`src/rtl/ecg_pt_feature_axis.sv`:
```
// Pan-Tompkins feature stage: 5-point derivative, squaring, moving-window integration (MWI_WARMUP_EN gates early output).
// Latency: 3 registered stages (derivative, square, MWI sum); throughput one sample per clock.
// Backpressure: all stages advance together only when the output slot is empty or being taken.
`timescale 1ns/1ps
module ecg_pt_feature_axis #(
    parameter int inout_width = 16,
    parameter int sq_shift    = 15,
    parameter int mwi_len     = 75,
    parameter int sq_width    = 16,
    parameter int out_width   = 24
) (
    input  logic                          clk,
    input  logic                          rst_n,
    input  logic                          s_axis_tvalid,
    output logic                          s_axis_tready,
    input  logic signed [inout_width-1:0] s_axis_tdata,
    output logic                          m_axis_tvalid,
    input  logic                          m_axis_tready,
    output logic [out_width-1:0]          m_axis_tdata
);

    localparam int DW    = inout_width + 3;
    localparam int PRODW = 2 * inout_width;
    localparam int PW    = (mwi_len > 1) ? $clog2(mwi_len) : 1;

    function automatic logic signed [DW-1:0] sx(input logic signed [inout_width-1:0] v);
        return {{3{v[inout_width-1]}}, v};
    endfunction

    logic                          w_advance;
    logic                          w_accept;
    logic                          w_present;
    logic signed [DW-1:0]          w_dsum;
    logic signed [inout_width-1:0] w_d;
    logic signed [PRODW-1:0]       w_d_ext;
    logic signed [PRODW-1:0]       w_prod;
    logic [sq_width-1:0]           w_q;
    logic [out_width-1:0]          w_sum_next;

    logic signed [inout_width-1:0] r_x1, r_x2, r_x3, r_x4;
    logic signed [inout_width-1:0] r_d;
    logic [sq_width-1:0]           r_q;
    logic [sq_width-1:0]           r_buf [mwi_len];
    logic [PW-1:0]                 r_ptr;
    logic [out_width-1:0]          r_sum;
    logic                          r_s1_vld;
    logic                          r_s2_vld;
    logic                          r_m_vld;

    assign w_advance     = !r_m_vld || m_axis_tready;
    assign w_accept      = s_axis_tvalid && w_advance;
    assign s_axis_tready = w_advance;
    assign m_axis_tvalid = r_m_vld;
    assign m_axis_tdata  = r_sum;

    assign w_dsum     = (sx(s_axis_tdata) <<< 1) + sx(r_x1) - sx(r_x3) - (sx(r_x4) <<< 1);
    assign w_d        = inout_width'(w_dsum >>> 3);
    assign w_d_ext    = {{inout_width{r_d[inout_width-1]}}, r_d};
    assign w_prod     = w_d_ext * w_d_ext;
    assign w_q        = sq_width'($unsigned(w_prod) >> sq_shift);
    assign w_sum_next = r_sum + out_width'(r_q) - out_width'(r_buf[r_ptr]);

`ifdef MWI_WARMUP_EN
    // Saturating count of S3 results; output stays hidden until the window has fully primed.
    localparam int WARM_N = (mwi_len + 4 > 255) ? 255 : mwi_len + 4;
    logic [7:0] r_warm;
    assign w_present = (r_warm >= 8'(WARM_N));
`else
    assign w_present = 1'b1;
`endif

    always_ff @(posedge clk or negedge rst_n) begin
        if (!rst_n) begin
            r_x1     <= '0;
            r_x2     <= '0;
            r_x3     <= '0;
            r_x4     <= '0;
            r_d      <= '0;
            r_q      <= '0;
            r_ptr    <= '0;
            r_sum    <= '0;
            r_s1_vld <= 1'b0;
            r_s2_vld <= 1'b0;
            r_m_vld  <= 1'b0;
            for (int i = 0; i < mwi_len; i++) begin
                r_buf[i] <= '0;
            end
`ifdef MWI_WARMUP_EN
            r_warm   <= '0;
`endif
        end else if (w_advance) begin
            r_s1_vld <= w_accept;
            if (w_accept) begin
                r_d  <= w_d;
                r_x1 <= s_axis_tdata;
                r_x2 <= r_x1;
                r_x3 <= r_x2;
                r_x4 <= r_x3;
            end
            r_s2_vld <= r_s1_vld;
            if (r_s1_vld) begin
                r_q <= w_q;
            end
            // Bubbles leave the ring buffer, pointer and running sum untouched.
            r_m_vld <= r_s2_vld && w_present;
            if (r_s2_vld) begin
                r_sum        <= w_sum_next;
                r_buf[r_ptr] <= r_q;
                r_ptr        <= (r_ptr == PW'(mwi_len - 1)) ? '0 : r_ptr + 1'b1;
`ifdef MWI_WARMUP_EN
                if (r_warm != 8'hFF) begin
                    r_warm <= r_warm + 8'd1;
                end
`endif
            end
        end
    end

endmodule

```
`config.mk`:
```
export PLATFORM = sky130hd
export DESIGN_NAME = ecg_pt_feature_axis
export DESIGN_NICKNAME = d
export VERILOG_FILES = /design/src/rtl/ecg_pt_feature_axis.sv
export SDC_FILE = /design/constraint.sdc
export NUM_CORES = 2
export LEC_CHECK = 0
export ABC_AREA = 0
export BUFFER_PORTS_ARGS = -buffer_cell sky130_fd_sc_hd__buf_2
export CORE_MARGIN = 2
export CORE_UTILIZATION = 57
export CTS_BUF_LIST = sky130_fd_sc_hd__clkbuf_16
export DETAILED_ROUTE_END_ITERATION = 8
export PLACE_DENSITY = 0.73
export REMOVE_ABC_BUFFERS = 1
export SLEW_MARGIN = 20
export SYNTH_ARGS = -nofsm -noshare
export SYNTH_HDL_FRONTEND = slang
export SYNTH_SLANG_ARGS = --single-unit
export TNS_END_PERCENT = 5
```
`constraint.sdc`:
```
create_clock -name clk -period 7.8 [get_ports clk]
set_input_delay 1.95 -clock clk [delete_from_list [all_inputs] [get_ports clk]]
set_output_delay 1.95 -clock clk [all_outputs]
set_load 0.01 [all_outputs]
```
==> summary.md <==
| Metric | Value |
|---|---|
| Clock latency on the worst-skew pair | `770 ps` |
| Initial antenna violation count | `3` |
| Worst setup margin | `approximately 1000 ps` |
| Antenna Nets Post-Route | `0` |
| TritonCTS Buffers | `approximately 140` |
| Seq cells post-synth | `1330` |
| Total GRT Usage | `around a third` |
| # H-tree levels | `4` |
| EDFF count, synth | `0` |
| Max_cap viols | `0` |
| Core region area | `between 100000 and 150000 um2` |
| Residual DRC | `0` |
| Clock transition at the registers of the reported paths | `about 60 ps` |
| Final setup viols | `0` |
| Max Buffers Root-to-Sink | `3` |
| Dpl hpwl | `around 120000 um` |
| Total grt overflow | `0` |
| Max-slew headroom | `21.6%` |
| Vias per cell | `6.16` |
| CTS root buf | `clkbuf_16` |
| Cells after synthesis | `6786` |
| Commonest non-fill, non-tap cell in the layout | `nand2_1` |
| Buffers on Ports | `45` |
| Vias in the first global route | `between 40000 and 50000` |
| Vias | `50200` |
| Post-placement cell count | `7903` |
| Syn Std Cell Area | `65900 um2` |
| Final Cycle Share | `87.2%` |
| Ranking of synthesized cells by area | `dfrtp_1, o21ai_0, nand2_1` |
| Worst Path Arrival | `7420 ps` |
| Setup WS pre-CTS | `1020 ps` |
| # IOs | `between 40 and 50` |
| PostCTS Resize Cnt | `0` |
| Slew @ Worst Pin | `1170 ps` |
| Final Hold Fails | `0` |
| Fraction of registers with async set/reset | `100%` |
| Met3 usage in global routing | `7.26%` |
| Final slew viol count | `0` |
| Final period demand of the worst path | `just under 7000 ps` |
| Cell taking the most area after synthesis | `dfrtp_1` |
| Starting Density | `roughly 58%` |
| Area growth from synthesis to layout | `8.26%` |
| M1 GR Usage | `44.7%` |
| CP Class | `reg2reg` |
| Most frequent cells in the layout | `nand2_1, dfrtp_1, o21ai_0` |
| YS warnings | `0` |
| Largest net degree at the start of global routing | `190` |
| Routed WL | `189000 um` |
| TritonCTS Sinks | `approximately 1300` |
| Finished Layout Cells | `8149` |
| Ys flop type | `dfrtp_1` |
| Cell Rows | `about 120` |
| M2 GR Usage | `49.9%` |
| Die area | `approximately 120000 um2` |
| Die width | `344 um` |
| Initial DRC Count | `5465` |
| First-pass GRT wire length | `295000 um` |
| Setup Fix Bufs, Post-CTS | `0` |
| CTS hold repair buffers | `0` |
| Hold Path Class | `reg2reg` |
| F_max | `around 150 MHz` |
| Sequential share of the synthesized area | `50.5%` |
| Top-area cell type share of the netlist area | `50.5%` |
| Status | `complete, no violations` |
| First-pass detailed-route iteration total | `6` |
| Nets@finish | `between 6000 and 7000` |
| Die Height | `344 um` |
| Critical Path Start Type | `register` |
| Hold Slack | `469 ps` |
| Worst Skew | `36.5 ps` |
| RSZ-0062 raised after global routing | `false` |
| CTS tree | `built` |
| Worst Setup End Kind | `register` |
| Share of cells above drive strength 1 | `7.53%` |
| DR WL/cell | `23.2 um` |
| Gpl congestion | `0.971` |
| Worst EP required | `8420 ps` |
| Worst-path maximum fanout | `14` |
| Mean Syn Cell Area | `9.71 um2` |
| Distinct cells, synth | `69` |
| GRT Max-Usage Layer | `met2` |
synthesized netlist by cell type (4+ instances only):
master and count:
o21bai_1 4, xor2_1 22, or2_2 6, nand4_1 66
o31ai_1 12, and3_1 9, o2111ai_1 5, nor2_1 76
clkbuf_1 444, or3_1 8, nand2_1 1474, a221oi_2 4
mux4_2 4, a2111oi_0 5, fa_1 276, ha_1 131
inv_1 433, buf_2 68, dfrtp_1 1330, a21o_1 21
buf_1 25, a211oi_1 13, a21oi_1 75, nand3_1 35
o21a_1 10, o211ai_1 15, buf_6 11, nor4_1 11
a41oi_1 17, o21ai_0 1300, mux2_2 50, nand2b_1 14
nor2b_1 7, buf_4 8, xnor2_1 40, a22o_1 88
and2_1 30, nor3_2 5, a31oi_1 72, nor3_1 14
mux2i_1 17, a22oi_1 406, a221oi_1 86
through the flow:
| stage | util (%) | setup TNS (ps) | area, um2 |
|---|---|---|---|
| 2_1_floorplan | - | -953780 | 63600 |
| 3_3_place_gp | 58.4 | 0 | 66900 |
| 3_5_place_dp | 58.4 | 0 | 66900 |
| 4_1_cts | 62.2 | 0 | 71200 |
| 5_1_grt | 62.3 | 0 | 71300 |
| 6_report | 62.3 | 0 | 71300 |
logic make-up (layout without fill, tap and decap cells):
logic type / count (synthesis) / after routing / share of synthesized area [%]
other: 0 / 1 / 0
AOI/OAI and AO/OA: 2161 / 2161 / 19.8
xor gates and xnor gates: 62 / 62 / 0.824
muxes: 71 / 71 / 1.25
adders and majority gates: 407 / 407 / 10.9
DFF: 1330 / 1330 / 50.5
and+or+nand+nor: 1763 / 1763 / 10.8
buffers and inverters: 992 / 842 / 5.95
cell type report:
class | count | area [um2]
fill | 9364 | 43200
antenna | 1 | 2.50
clock inverter | 102 | 747
tap | 1512 | 1890
sequential | 1330 | 33300
inverter | 435 | 1630
timing repair buffer | 162 | 1330
clock buffer | 143 | 3580
multi-input combinational | 4464 | 28900
per-layer routing:
| metal | up-vias | wire length, um | share of wire, % |
|---|---|---|---|
| met4 | 2 | 8520 | 4.5 |
| met3 | 429 | 17200 | 9.1 |
| met1 | 25000 | 77800 | 41 |
| met2 | 2162 | 85400 | 45 |
| met5 | - | 120 | 0.064 |
| li1 | 22600 | - | - |
worst max-delay path, cell delays in order (launching register included):
cell,delay [ps]
dfrtp_1,390
inv_1,390
nor2_1,170
fa_1,810
inv_1,120
fa_1,700
inv_1,200
fa_1,500
fa_1,510
fa_1,490
inv_1,50
fa_1,470
inv_1,40
ha_1,290
o21a_1,120
nor2_1,50
or3_1,370
o31ai_1,360
nor3_1,120
o31ai_1,290
xnor2_1,160
o21ai_1,70
sequential cells by signal (all words and copies together) (netlist names):
signal and cells:
r_buf 1200, m_axis_tdata 24, r_d 16, r_q 16, r_x1 16, r_x2 16, r_x3 16, r_x4 16
r_ptr 7, m_axis_tvalid 1, r_s1_vld 1, r_s2_vld 1
path summary, 6_finish.rpt:
check                                              from                      endpoint  slack (ps)  depth (start not counted)
setup / recovery                    r_d[15]$_DFFE_PN0P_           r_q[15]$_DFFE_PN0P_        1000                         21
min in group asynchronous                         rst_n        r_buf[796]$_DFFE_PN0P_        1270                          1
hold reg to reg            m_axis_tdata[23]$_DFFE_PN0P_  m_axis_tdata[23]$_DFFE_PN0P_         470                          1
hold / removal             m_axis_tdata[23]$_DFFE_PN0P_  m_axis_tdata[23]$_DFFE_PN0P_         470                          1
setup reg to reg                    r_d[15]$_DFFE_PN0P_           r_q[15]$_DFFE_PN0P_        1000                         21
max in group asynchronous                         rst_n        r_buf[660]$_DFFE_PN0P_        4840                          2
Power is not shown: default switching activity piles up to over one toggle a cycle in this logic, so the estimate is an artifact.
